**config.mk**
```make
export PLATFORM = sky130hd
export DESIGN_NAME = da_serial_tx
export DESIGN_NICKNAME = d
export VERILOG_FILES = /design/src/rtl/da_pkg.sv /design/src/rtl/da_serial_tx.sv
export SDC_FILE = /design/constraint.sdc
export NUM_CORES = 1
export LEC_CHECK = 0
export BUFFER_PORTS_ARGS = -buffer_cell sky130_fd_sc_hd__buf_2
export CORE_MARGIN = 2
export CORE_UTILIZATION = 35
export CTS_CLUSTER_DIAMETER = 100
export DETAILED_ROUTE_END_ITERATION = 12
export SYNTH_ARGS = -nofsm -noshare
export SYNTH_HDL_FRONTEND = slang
export SYNTH_SLANG_ARGS = --single-unit
```
**constraint.sdc**
```tcl
create_clock -name CLK_50M -period 2.4 [get_ports CLK_50M]
set_clock_uncertainty 0.1 [all_clocks]
set_input_delay 0.48 -clock CLK_50M [delete_from_list [all_inputs] [get_ports CLK_50M]]
set_output_delay 0.48 -clock CLK_50M [all_outputs]
set_load 0.005 [all_outputs]
```
**src/rtl/da_pkg.sv**
```systemverilog
// Shared constants for the DA serial transmitter: sample/frame widths,
// TLC5615 interface timing and FSM state encodings.
package da_pkg;

   localparam int DA_DATA_W     = 10;
   localparam int DA_FRAME_BITS = 12;

   // TLC5615 timing in CLK_50M cycles: SCLK half-period and CS_N high time
   localparam int DA_CLK_DIV    = 2;
   localparam int DA_CS_GAP     = 4;

   localparam logic [1:0] ST_IDLE  = 2'd0;
   localparam logic [1:0] ST_SETUP = 2'd1;
   localparam logic [1:0] ST_SHIFT = 2'd2;
   localparam logic [1:0] ST_GAP   = 2'd3;

endpackage

```
**src/rtl/da_serial_tx.sv**
```systemverilog
// Shifts each captured DA sample MSB-first into a TLC5615-style DAC as a
// 12-bit frame; a one-deep pending buffer absorbs a start that arrives mid-frame.
module da_serial_tx
   import da_pkg::*;
#(
   parameter int DATA_W     = DA_DATA_W,
   parameter int FRAME_BITS = DA_FRAME_BITS,
   parameter int CLK_DIV    = DA_CLK_DIV,
   parameter int CS_GAP     = DA_CS_GAP
) (
   input  logic              CLK_50M,
   input  logic              RST_N,
   input  logic [DATA_W-1:0] da_data,
   input  logic              da_start,
   output logic              DA_CS_N,
   output logic              DA_SCLK,
   output logic              DA_DIN,
   output logic              da_busy,
   output logic              da_done,
   output logic              da_overrun
);

   localparam int DIV_W = (CLK_DIV > 1) ? $clog2(CLK_DIV) : 1;
   localparam int GAP_W = (CS_GAP > 1) ? $clog2(CS_GAP) : 1;
   localparam int PAD_W = FRAME_BITS - DATA_W;
   localparam logic [DIV_W-1:0] DIV_LAST = DIV_W'(CLK_DIV - 1);
   localparam logic [GAP_W-1:0] GAP_LAST = GAP_W'(CS_GAP - 1);
   localparam logic [3:0]       BIT_LAST = 4'(FRAME_BITS - 1);

   logic [1:0]            r_state;
   logic [DIV_W-1:0]      r_div_cnt;
   logic [3:0]            r_bit_cnt;
   logic [GAP_W-1:0]      r_gap_cnt;
   logic [FRAME_BITS-1:0] r_shreg;
   logic                  r_pend_valid;
   logic [DATA_W-1:0]     r_pend_data;
   logic                  r_cs_n;
   logic                  r_sclk;
   logic                  r_din;
   logic                  r_busy;
   logic                  r_done;
   logic                  r_overrun;

   logic                  w_div_end;
   logic                  w_gap_end;
   logic                  w_load;
   logic                  w_load_pend;
   logic [DATA_W-1:0]     w_load_data;
   logic [FRAME_BITS-1:0] w_shreg_shl;

   assign w_div_end   = (r_div_cnt == DIV_LAST);
   assign w_gap_end   = (r_state == ST_GAP) && (r_gap_cnt == GAP_LAST);
   assign w_load_pend = w_gap_end && r_pend_valid;
   assign w_load_data = w_load_pend ? r_pend_data : da_data;
   assign w_load      = ((r_state == ST_IDLE) && da_start) ||
                        (w_gap_end && (r_pend_valid || da_start));
   assign w_shreg_shl = r_shreg << 1;

   always_ff @(posedge CLK_50M or negedge RST_N) begin
      if (!RST_N) begin
         r_state      <= ST_IDLE;
         r_div_cnt    <= '0;
         r_bit_cnt    <= '0;
         r_gap_cnt    <= '0;
         r_shreg      <= '0;
         r_pend_valid <= 1'b0;
         r_pend_data  <= '0;
         r_cs_n       <= 1'b1;
         r_sclk       <= 1'b0;
         r_din        <= 1'b0;
         r_busy       <= 1'b0;
         r_done       <= 1'b0;
         r_overrun    <= 1'b0;
      end else begin
         r_done    <= 1'b0;
         r_overrun <= 1'b0;

         // On the last GAP cycle an empty buffer is bypassed: the start loads directly
         if (da_start && (r_state != ST_IDLE)) begin
            if (r_pend_valid) begin
               r_overrun <= 1'b1;
            end else if (!w_gap_end) begin
               r_pend_valid <= 1'b1;
               r_pend_data  <= da_data;
            end
         end

         if (w_load) begin
            r_state   <= ST_SETUP;
            r_shreg   <= {w_load_data, {PAD_W{1'b0}}};
            r_cs_n    <= 1'b0;
            r_sclk    <= 1'b0;
            r_din     <= w_load_data[DATA_W-1];
            r_div_cnt <= '0;
            r_busy    <= 1'b1;
            if (w_load_pend) begin
               r_pend_valid <= 1'b0;
            end
         end else begin
            case (r_state)
               ST_IDLE: begin
               end
               ST_SETUP: begin
                  if (w_div_end) begin
                     r_state   <= ST_SHIFT;
                     r_sclk    <= 1'b1;
                     r_div_cnt <= '0;
                     r_bit_cnt <= '0;
                  end else begin
                     r_div_cnt <= r_div_cnt + DIV_W'(1);
                  end
               end
               ST_SHIFT: begin
                  if (!w_div_end) begin
                     r_div_cnt <= r_div_cnt + DIV_W'(1);
                  end else begin
                     r_div_cnt <= '0;
                     // r_sclk doubles as the half-bit phase flag
                     if (r_sclk) begin
                        r_sclk  <= 1'b0;
                        r_shreg <= w_shreg_shl;
                        r_din   <= w_shreg_shl[FRAME_BITS-1];
                     end else if (r_bit_cnt == BIT_LAST) begin
                        r_state   <= ST_GAP;
                        r_cs_n    <= 1'b1;
                        r_din     <= 1'b0;
                        r_done    <= 1'b1;
                        r_gap_cnt <= '0;
                     end else begin
                        r_bit_cnt <= r_bit_cnt + 4'd1;
                        r_sclk    <= 1'b1;
                     end
                  end
               end
               ST_GAP: begin
                  if (w_gap_end) begin
                     r_state <= ST_IDLE;
                     r_busy  <= 1'b0;
                  end else begin
                     r_gap_cnt <= r_gap_cnt + GAP_W'(1);
                  end
               end
               default: begin
                  r_state <= ST_IDLE;
                  r_cs_n  <= 1'b1;
                  r_sclk  <= 1'b0;
                  r_din   <= 1'b0;
                  r_busy  <= 1'b0;
               end
            endcase
         end
      end
   end

   assign DA_CS_N    = r_cs_n;
   assign DA_SCLK    = r_sclk;
   assign DA_DIN     = r_din;
   assign da_busy    = r_busy;
   assign da_done    = r_done;
   assign da_overrun = r_overrun;

endmodule

```
After elaboration in Yosys (flattened, before gate mapping)
Cells that the tools add are included.

cells by class
  $add $sub $neg = 3
  equality and inequality tests = 17
  mux-type cells = 56
  bitwise operators = 3
  reduce and logical (&&, ||, !) cells = 31

operators with widths
  cell                 count
  $mux 11              4
  $mux 1               33
  $mux 2               10
  $reduce_bool 2->1    10
  $reduce_and 6->1     3
  $mux 4               4
  $ne 3x3->1 const B   5
  $ne 2x2->1 const B   6
  $reduce_and 3->1     4
  $mux 10              1
  $pmux 4 s2           1
  $eq 2x2->1 const B   3
  $pmux 2 s3           1
  $reduce_bool 3->1    2
  $logic_and 1x1->1    5
  $add 4x1->4 const B  1
  $eq 4x4->1 const B   1
  $pmux 2 s2           1
  $reduce_and 4->1     1
  $reduce_bool 4->1    1
  $not 1->1            3
  $add 2x1->2 const B  1
  $eq 2x1->1 const B   1
  $logic_not 2->1      1
  6 further kinds      7

word-level totals
  register bits after elaboration = 37
  input port bits = 13
  output and inout bits = 6
  word-level logic and storage cells = 123

Logic depth before layout (Yosys ltp)
  depth after elaboration = 7
  gate-level depth with buffers = 7
  depth with buffers taken out = 6

Least setup slack after synthesis
Ideal clock, no wire load.

  kind = reg2reg
  start point = register r_bit_cnt[0]
  end point = register r_gap_cnt[0]
  library setup time = 125 ps
  arrival = 1473 ps
  data required time = 2175 ps
  path slack = 702 ps
  stages on the path, launching flop included = 7
  buffers on the path = 1
  period minus slack after synthesis = 1698 ps
  path through = dfrtp_1 -> ha_1 -> and3b_1 -> buf_6 -> a21o_1 -> and3_4 -> mux2_2

on the way
  word-level cells in the longest chain between the ends = 3

RTL lines
  element                     RTL line             RTL
  start: declaration          da_serial_tx.sv:32   logic [3:0] r_bit_cnt;
  start signal: assignment    da_serial_tx.sv:130  r_bit_cnt <= r_bit_cnt + 4'd1;
  $eq 4x4->1                  da_serial_tx.sv:123  end else if (r_bit_cnt == BIT_LAST) begin
  $ne 2x2->1 (no line)        --
  $reduce_and 6->1 (no line)  --
  end signal: assignment      da_serial_tx.sv:140  r_gap_cnt <= r_gap_cnt + GAP_W'(1);
  end: declaration            da_serial_tx.sv:33   logic [GAP_W-1:0] r_gap_cnt;

No other way between the ends.
A chain may end at the register's enable or synchronous reset.

Worst setup path in the final report
  start point = register r_state[1]
  end point = register r_shreg[6]

on the way
  word-level cells in the longest chain between the ends = 6
  elaborated cells between the ends (all ways) = 14
  classes of those cells = 2 x eq/ne; 2 x mux; 10 x reduce/logical

RTL lines
  element                      RTL line             RTL
  start: declaration           da_serial_tx.sv:30   logic [1:0] r_state;
  start signal: assignment     da_serial_tx.sv:61   r_state <= ST_IDLE;
  start signal: assignment     da_serial_tx.sv:89   r_state <= ST_SETUP;
  start signal: assignment     da_serial_tx.sv:105  r_state <= ST_SHIFT;
  $eq 2x2->1                   da_serial_tx.sv:52   assign w_gap_end = (r_state == ST_GAP) && (r_gap_cnt == GAP_LAST);
  $logic_and 1x1->1            da_serial_tx.sv:52
  $logic_and 1x1->1            da_serial_tx.sv:56   (w_gap_end && (r_pend_valid || da_start));
  $logic_or 1x1->1             da_serial_tx.sv:55   assign w_load = ((r_state == ST_IDLE) && da_start) ||
  $reduce_bool 2->1 (no line)  --
  $reduce_and 3->1 (no line)   --
  end signal: assignment       da_serial_tx.sv:90   r_shreg <= {w_load_data, {PAD_W{1'b0}}};
  end signal: assignment       da_serial_tx.sv:121  r_shreg <= w_shreg_shl;
  end: declaration             da_serial_tx.sv:34   logic [FRAME_BITS-1:0] r_shreg;

Several ways; a longest one is shown, not always the timed one.

==> metrics.txt <==
initial DRC count=38; total setup buffers inserted after CTS=0; setup_tns=0 ps; layout cells sized above 1=27.6%; WP data required=2510 ps; CORE AREA=5010 um2; cell area power density=560 nW/um2; relative slew slack=46.9%; number of enable flip-flop cells after synthesis=0; Multi-input gate area=841 um2; CP max-delay cell=dfrtp_1; register area share after synthesis=49.0%; Reg2Reg Launch Point=r_state[1]; Yosys reg bits=35; Ys Warns=0; max-slew violations=0; remaining antenna violation count after routing=0; final setup fails=0; CP bufs+invs=1; Max clock buf depth=2; # hold bufs at CTS=0; Cell Chain, Critical Path=ha_1 > a21oi_2 > o21ai_2 > buf_4 > a21oi_1 > o2bb2ai_1; DRT Wirelength=3.45 mm; Avg Inst Size Synth=10.9 um2; R2R depth=6; Critical Path Stages=6; Pre-antenna DRT Iters=4; cell area after synthesis=1790 um2; number of gates resized after cts=0; commonest non-fill, non-tap cell in the layout=dfrtp_1; most frequent cells in the layout=dfrtp_1 (34), buf_2 (18), a21oi_1 (15), mux2_2 (11); Fillers=523; Crit Path Max Fanout=10; TritonCTS clock tree=done; CTS Sinks=35; worst slew pin tran=796 ps; Worst Setup Start Kind=flop; Clock transition at path regs=70 ps; initial antenna violation count=0; Final Hold Fails=0; Post-synth ARST share=100%; crit path kind=flop to flop; gr ovfl total=0; Synth-to-Final Area Change=13.8%; critical path's top delay family=compound AO/OA/AOI/OAI gates; fmax=508 MHz; first-pass GRT wire length=5.64 mm; vias per cell=5.00; Num CTS Buffers=5; worst skew pair latency=280 ps; Tmin final=1970 ps; WL per Instance=13.5 um; total die area=5700 um2; GR Util All Layers=13.2%; detailed-route via count=1,276; R2R Setup Slk=430 ps; Main synth FF type=dfrtp_1; fin crit share=82.0%; post-synthesis cell count=165; Hold Path Class=primary input to async pin; total area of sequential cells=877 um2; VDD IR max=0.251 mV; worst r2r dst=r_shreg[6]; GP Congestion=0.743; Final nets=204; clk root buf=clkbuf_8; vias in the first global route=1,231; Max Cap Viol=0; leakage power=0.950 nW; cell row count=26; post-synth cell types=44; I/O pins=19; CTS H-tree depth=2; Worst EP arrival=2070 ps; pin count of the biggest net entering global routing=36; crit end category=flop; IO buf count=18; status=completed; number of diodes=0; Starting Density=35.7%; Core Util, Final=40.7%; hpwl dp=2.42 mm; slowest stage delay, CP=420 ps; # DRC=0; Mapped Nets=185; unrepaired setup endpoints after global routing=false; Die Width=75.5 um; die height=75.5 um
==> worst reg2reg max path, delay by kind of cell (launching register included) <==
family / cells / cell delay (ps)
buffers and inverters: 1 / 240
adders and majority gates: 1 / 380
AOI/OAI and AO/OA: 4 / 740
DFF: 1 / 420
==> state kept, by name, indices dropped and copies added, names as in the netlist <==
register / count
DA_CS_N: 1
DA_DIN: 1
DA_SCLK: 1
da_busy: 1
da_done: 1
da_overrun: 1
r_bit_cnt: 4
r_div_cnt: 1
r_gap_cnt: 2
r_pend_data: 10
r_pend_valid: 1
r_shreg: 9
r_state: 2
==> metal layers <==
metal  part of all wire, %  GRT usage (%)  wire (um)
met1                    51           18.5       1770
met4                   1.1           4.68         39
met2                    43           19.6       1500
met5                     0              0          0
met3                   4.0           3.97        138
==> layout make-up <==
cell class	instances	area share, %
repair buffers	21	5.53
inverters	5	0.921
clock buffers	8	4.91
well taps	70	4.30
multi-input cells	116	41.3
flip-flops and latches	35	43.1
==> synthesized netlist by cell type (2+ instances only) <==
cell	n	share of area (%)
a21o_1	4	1.7
mux2_2	11	6.9
nor2_1	9	1.9
o2bb2ai_1	8	3.9
ha_1	7	4.9
inv_1	4	0.84
o211ai_1	4	1.7
a21oi_1	15	4.2
nand3b_1	3	1.3
o22ai_1	9	3.1
o31ai_1	2	0.84
nand2b_1	3	1.0
or3_1	2	0.70
nand3_1	8	2.2
buf_2	7	2.0
nand2_1	4	0.84
o21ai_0	4	1.1
dfrtp_1	34	48
a22oi_1	2	0.84
==> worst max path at each step <==
| stage | slack [ps] | endpoint | startpoint |
|---|---|---|---|
| finish | 430 | r_shreg[6] | r_state[1] |
| global route | 290 | r_shreg[10] | r_state[1] |
| CTS | 440 | r_shreg[5] | r_state[1] |
| detailed placement | 450 | r_shreg[5] | r_state[1] |
| global placement | 470 | r_gap_cnt[0] | r_state[0] |
| floorplan | 700 | r_gap_cnt[0] | r_bit_cnt[0] |
==> power breakdown <==
group | switching, mW | internal, mW
Combinational | 0.0236 | 0.0233
Sequential | 0.00895 | 0.610
Clock | 0.213 | 0.262
Total | 0.245 | 0.895
==> metrics by stage <==
step | power [mW] | hold WS [ps] | setup slack (ps) | cell area (um2) | std cells
after floorplan | 0.651 | 84.4 | 702 | 1790 | 165
after global routing | 1.18 | 231 | 295 | 2040 | 255
after CTS | 1.16 | 201 | 442 | 2040 | 255
final | 1.14 | 178 | 432 | 2040 | 255
after global placement | 0.677 | 363 | 465 | 1940 | 247
after detailed placement | 0.679 | 372 | 455 | 1940 | 247
==> cells by family after synthesis <==
group	Yosys count	share of synthesized area (%)
muxes	12	7.48
AOI/OAI and AO/OA	56	21.4
and+or+nand+nor	40	12.7
xor gates and xnor gates	1	0.489
DFF	35	49.0
adders and majority gates	7	4.89
buffers and inverters	14	4.05
Power figures use the tool's default switching activity.
